`config.mk`:
```
export PLATFORM = sky130hd
export DESIGN_NAME = load_store_unit
export DESIGN_NICKNAME = d
export VERILOG_FILES = /design/src/rtl/riscv_mem_pkg.sv /design/src/rtl/lsu_align_check.sv /design/src/rtl/load_store_unit.sv
export SDC_FILE = /design/constraint.sdc
export NUM_CORES = 1
export LEC_CHECK = 0
export CAP_MARGIN = 10
export CORE_MARGIN = 4
export CORE_UTILIZATION = 47
export CTS_CLUSTER_DIAMETER = 120
export DETAILED_ROUTE_END_ITERATION = 8
export PLACE_DENSITY = 0.86
export SLEW_MARGIN = 20
export SYNTH_ARGS = -nofsm -noshare
export SYNTH_HDL_FRONTEND = slang
export SYNTH_SLANG_ARGS = --single-unit
export TNS_END_PERCENT = 30
```
`constraint.sdc`:
```
create_clock -name clk -period 4.6 [get_ports clk]
set_clock_uncertainty 0.2 [all_clocks]
set_input_delay 0.69 -clock clk [delete_from_list [all_inputs] [get_ports clk]]
set_output_delay 0.69 -clock clk [all_outputs]
set_load 0.005 [all_outputs]
```
`src/rtl/riscv_mem_pkg.sv`:
```
// Shared encodings for the CPU data-memory path: RV32I load/store funct3
// values, load-store unit state encoding, watchdog default and the
// load-data extension helper.
package riscv_mem_pkg;

    localparam int unsigned TIMEOUT_DEFAULT = 16;

    // Load funct3 encodings (stores reuse 000/001/010)
    localparam logic [2:0] F3_B  = 3'b000;
    localparam logic [2:0] F3_H  = 3'b001;
    localparam logic [2:0] F3_W  = 3'b010;
    localparam logic [2:0] F3_BU = 3'b100;
    localparam logic [2:0] F3_HU = 3'b101;

    typedef enum logic [1:0] {
        ST_IDLE  = 2'd0,
        ST_ISSUE = 2'd1,
        ST_WAIT  = 2'd2,
        ST_RESP  = 2'd3
    } lsu_state_t;

    // Sign/zero extension of lane-0 aligned load data
    function automatic logic [31:0] extend_load(input logic [2:0] f3, input logic [31:0] d);
        case (f3)
            F3_B:    return {{24{d[7]}}, d[7:0]};
            F3_BU:   return {24'd0, d[7:0]};
            F3_H:    return {{16{d[15]}}, d[15:0]};
            F3_HU:   return {16'd0, d[15:0]};
            default: return d;
        endcase
    endfunction

endpackage

```
`src/rtl/lsu_align_check.sv`:
```
// Combinational legality check for one memory op.
// Ports: is_load, funct3, addr_lo (byte address [1:0]) in;
//        illegal (unsupported funct3), misaligned (bad alignment) out.
// illegal takes priority: misaligned is never raised together with illegal.
module lsu_align_check
    import riscv_mem_pkg::*;
(
    input  logic       is_load,
    input  logic [2:0] funct3,
    input  logic [1:0] addr_lo,
    output logic       illegal,
    output logic       misaligned
);

    always_comb begin
        illegal    = 1'b0;
        misaligned = 1'b0;
        case (funct3)
            F3_B:    misaligned = 1'b0;
            F3_H:    misaligned = addr_lo[0];
            F3_W:    misaligned = |addr_lo;
            F3_BU:   illegal    = ~is_load;
            F3_HU: begin
                illegal    = ~is_load;
                misaligned = addr_lo[0];
            end
            default: illegal    = 1'b1;
        endcase
        if (illegal) begin
            misaligned = 1'b0;
        end
    end

endmodule

```
`src/rtl/load_store_unit.sv`:
```
// Initiator side of the CPU data-memory port. Accepts one load/store from
// the MEM stage, checks legality, issues it to data_memory, waits out
// mem_busy (with a watchdog) and returns extended load data.
// Ports: clk, reset (sync, active-high), flush;
//        req_* request from MEM stage;
//        stall, resp_valid/resp_data/resp_rd, misaligned, illegal, bus_err to pipeline;
//        mem_read_en/mem_write_en/mem_addr/mem_wdata/mem_load_type/mem_store_type
//        to data_memory, mem_rdata/mem_busy from data_memory.
module load_store_unit
    import riscv_mem_pkg::*;
#(
    parameter int unsigned TIMEOUT_CYCLES = TIMEOUT_DEFAULT,
    parameter int unsigned ADDR_W         = 32
) (
    input  logic              clk,
    input  logic              reset,
    input  logic              flush,
    input  logic              req_valid,
    input  logic              req_is_load,
    input  logic [2:0]        req_funct3,
    input  logic [31:0]       req_addr,
    input  logic [31:0]       req_wdata,
    input  logic [4:0]        req_rd,
    output logic              stall,
    output logic              resp_valid,
    output logic [31:0]       resp_data,
    output logic [4:0]        resp_rd,
    output logic              misaligned,
    output logic              illegal,
    output logic              bus_err,
    output logic              mem_read_en,
    output logic              mem_write_en,
    output logic [ADDR_W-1:0] mem_addr,
    output logic [31:0]       mem_wdata,
    output logic [2:0]        mem_load_type,
    output logic [2:0]        mem_store_type,
    input  logic [31:0]       mem_rdata,
    input  logic              mem_busy
);

    localparam int unsigned CNT_W = (TIMEOUT_CYCLES > 2) ? $clog2(TIMEOUT_CYCLES) : 1;

    lsu_state_t       state;
    logic [CNT_W-1:0] wait_cnt;
    logic             is_load_q;
    logic [4:0]       rd_q;
    logic [31:0]      data_q;
    logic [4:0]       resp_rd_q;
    logic             chk_illegal;
    logic             chk_misaligned;
    logic             wait_done;
    logic             wait_expired;

    lsu_align_check u_align (
        .is_load    (req_is_load),
        .funct3     (req_funct3),
        .addr_lo    (req_addr[1:0]),
        .illegal    (chk_illegal),
        .misaligned (chk_misaligned)
    );

    // WAIT exit conditions; a completed access wins over the watchdog
    assign wait_done    = (state == ST_WAIT) && (wait_cnt != '0) && !mem_busy;
    assign wait_expired = (state == ST_WAIT) && !wait_done &&
                          (wait_cnt == CNT_W'(TIMEOUT_CYCLES - 1));

    // State-decoded outputs; flush can still kill the enable/response in its own cycle
    assign stall        = (state != ST_IDLE);
    assign mem_read_en  = (state == ST_ISSUE) && is_load_q && !flush;
    assign mem_write_en = (state == ST_ISSUE) && !is_load_q && !flush;
    assign bus_err      = wait_expired && !flush;
    assign resp_valid   = (state == ST_RESP) && !flush;
    assign resp_data    = resp_valid ? data_q : 32'd0;
    assign resp_rd      = resp_valid ? resp_rd_q : 5'd0;

    // FSM, request latch, watchdog counter and response capture
    always_ff @(posedge clk) begin
        if (reset) begin
            state          <= ST_IDLE;
            wait_cnt       <= '0;
            is_load_q      <= 1'b0;
            rd_q           <= '0;
            data_q         <= '0;
            resp_rd_q      <= '0;
            illegal        <= 1'b0;
            misaligned     <= 1'b0;
            mem_addr       <= '0;
            mem_wdata      <= '0;
            mem_load_type  <= '0;
            mem_store_type <= '0;
        end else begin
            illegal    <= 1'b0;
            misaligned <= 1'b0;
            case (state)
                ST_IDLE: begin
                    if (req_valid && !flush) begin
                        if (chk_illegal) begin
                            illegal <= 1'b1;
                        end else if (chk_misaligned) begin
                            misaligned <= 1'b1;
                        end else begin
                            mem_addr       <= ADDR_W'(req_addr);
                            mem_wdata      <= req_wdata;
                            mem_load_type  <= req_funct3;
                            mem_store_type <= req_funct3;
                            is_load_q      <= req_is_load;
                            rd_q           <= req_rd;
                            state          <= ST_ISSUE;
                        end
                    end
                end
                ST_ISSUE: begin
                    wait_cnt <= '0;
                    state    <= flush ? ST_IDLE : ST_WAIT;
                end
                ST_WAIT: begin
                    if (flush || wait_expired) begin
                        state <= ST_IDLE;
                    end else if (wait_done) begin
                        data_q    <= is_load_q ? extend_load(mem_load_type, mem_rdata) : 32'd0;
                        resp_rd_q <= is_load_q ? rd_q : 5'd0;
                        state     <= ST_RESP;
                    end else begin
                        wait_cnt <= wait_cnt + CNT_W'(1);
                    end
                end
                ST_RESP: begin
                    state <= ST_IDLE;
                end
                default: begin
                    state <= ST_IDLE;
                end
            endcase
        end
    end

endmodule
```
==> results.yml <==
die:
  die_y_um: 118
  ioPinCount: 224
  die_w_um: 118
  core_um2: 11600
  num_rows: 39
  initial_utilization: 0.490
  dieArea_um2: 13900
layout:
  layout_commonest_cell: "clkdlybuf4s50_1"
  drive_gt1_frac: 0.0678
  layout_common_cells: "clkdlybuf4s50_1, nand2b_1, dfxtp_1"
  nNetsFinal: 911
  syn2layout_area_growth_pct: 46.9
  diodes: 0
global_route:
  track_usage: 0.218
  first_global_vias: 4973
  grt_pass1_wl_um: 24600
  use_met2: 0.366
  grt.overflow.total: 0
  met1_usage: 0.239
  grt_use_met3: 0.0927
  top_usage_layer: "met2"
  grt_start_max_net_pins: 94
  antenna_found_initial: 1
power:
  p_per_area_nw_per_um2: 296
  power.static_leakage_nw: 2.95
  peakVddDrop_v: 0.000196
cts:
  hold_buffers: 0
  cts_buffer_depth: 2
  cts_sinks: 118
  cts_setup_buffers: 0
  cts_resized: 0
  cts.clk_slew.worst_paths_ns: 0.05
  clk_latency_ns: 0.41
  h-tree-depth: 4
  cts-root-buf: "clkbuf_16"
  cts_tree: "built"
  cts-buffers-inserted: 17
synth:
  yosys.area.top_type_share: 0.415
  netlist_area_um2: 5690
  post-synth-top-area-cell: "dfxtp_1"
  ys_ff_latch: 118
  yosysUniqueCellTypes: 45
  synthCells: 600
  avgSynthCellArea_um2: 9.48
  dominantRegCellSynth: "dfxtp_1"
  synth-warning-count: 0
  yosys-top-cells-area: "dfxtp_1, nand2b_1, mux2i_1"
  ys_seq_area_frac: 0.415
  synth-edff-count: 0
  async_flop_share: 0
  syn-num-nets: 712
timing:
  postLayoutSetupSlackWorst_ns: 1.15
  finalHoldViolCount: 0
  period_needed_ns: 3.45
  fmaxAchievable_mhz: 290
  setup_viol: 0
  tns_ns: 0
  maxSlewViolCount: 0
  relSlewSlack: 0.295
  tightest_slew_ns: 1.05
  finalCritPeriodShare: 0.749
  rsz0062_at_grt: "false"
worst_hold_path:
  worstHoldPathCells: 2
  hold_path_class: "flop to flop"
setup_path:
  path_max_fanout: 38
  crit_type: "primary input to primary output"
  r2r_cells: 4
  critPathRequiredTime_ns: 3.71
  cp-end-kind: "primary output"
  worst_setup_path_start_kind: "primary input"
  cp.arrival_ns: 2.56
routing:
  wl_per_cell_um: 15.8
  drt-total-wl_um: 15100
  route.detailed.drc: 0
  num_vias: 4810
  ant_nets: 0
  first_pass_iters: 5
  first_iter_violations: 239
  via_per_inst: 5.04
placement:
  dpl.hpwl_um: 11000
  post-place-ws_ns: 1.17
  gp_congestion: 0.806
  portBuffers: 223
outcome:
  status: "finished clean"
flow_run:
  maxCapViolCount: 0
critical path: stages:
cell             delay (ns)
clkdlybuf4s50_1        0.52
and3b_2                0.62
and2_1                 0.21
clkdlybuf4s50_1        0.50
registers in the layout, summed over array words and instances, names as in the netlist, 2 cells and up:
signal / count
rd_q: 5
mem_addr: 32
resp_rd_q: 5
wait_cnt: 4
mem_wdata: 32
state: 2
mem_store_type: 3
data_q: 32
Yosys cell counts (all sizes together), types with 2 or more instances:
cell type,count
a21oi,24
and2,37
buf,22
clkbuf,26
dfxtp,118
ha,2
inv,4
mux2i,75
nand2,34
nand2b,150
nand3,26
nand4b,2
nor2,9
nor2b,18
nor3,5
nor3b,3
nor4,2
o21ai,9
o2bb2ai,16
or2,2
or4b,2
per-layer routing:
| layer | part of all wire | vias up |
|---|---|---|
| met3 | 0.093 | 30 |
| li1 | - | 2387 |
| met2 | 0.48 | 194 |
| met5 | 0.0013 | - |
| met1 | 0.40 | 2197 |
| met4 | 0.026 | 2 |
power breakdown:
part           switching (mW)  internal [mW]  leakage (nW)
Combinational          0.0882          0.165          1.73
Sequential             0.0164           1.04         0.954
Clock                   0.426          0.737         0.261
layout make-up:
| type | instances | area (µm²) |
|---|---|---|
| Clock buffer | 27 | 503 |
| Clock inverter | 4 | 20.0 |
| Fill cell | 881 | 3260 |
| Inverter | 4 | 15.0 |
| Multi-Input combinational cell | 430 | 3010 |
| Sequential cell | 118 | 2360 |
| Tap cell | 143 | 179 |
| Timing Repair Buffer | 228 | 2270 |
stage by stage:
step | util | hold slack, ns | power, mW | cell area (µm²) | instances
after floorplan | - | 0.224 | 1.18 | 5690 | 600
after global placement | 0.674 | 0.239 | 1.33 | 7830 | 923
after detailed placement | 0.674 | 0.241 | 1.33 | 7830 | 923
after CTS | 0.719 | 0.248 | 2.51 | 8350 | 954
after global routing | 0.719 | 0.272 | 2.58 | 8350 | 954
final | 0.719 | 0.247 | 2.48 | 8350 | 954
final timing paths:
| check | from | slack, ns | end |
|---|---|---|---|
| setup / recovery | flush | 1.15 | resp_data[1] |
| hold / removal | data_q[0] | 0.25 | data_q[0] |
| setup reg to reg | state[1] | 2.20 | data_q[18] |
| hold reg to reg | data_q[0] | 0.25 | data_q[0] |
cells by family after synthesis:
kind of cell    synth area share
mux                        0.132
simple gates               0.312
fa+ha+maj                0.00440
flops                      0.415
compound gates            0.0792
buf+inv                   0.0572
Note: power is estimated with default switching activity, not from simulation.
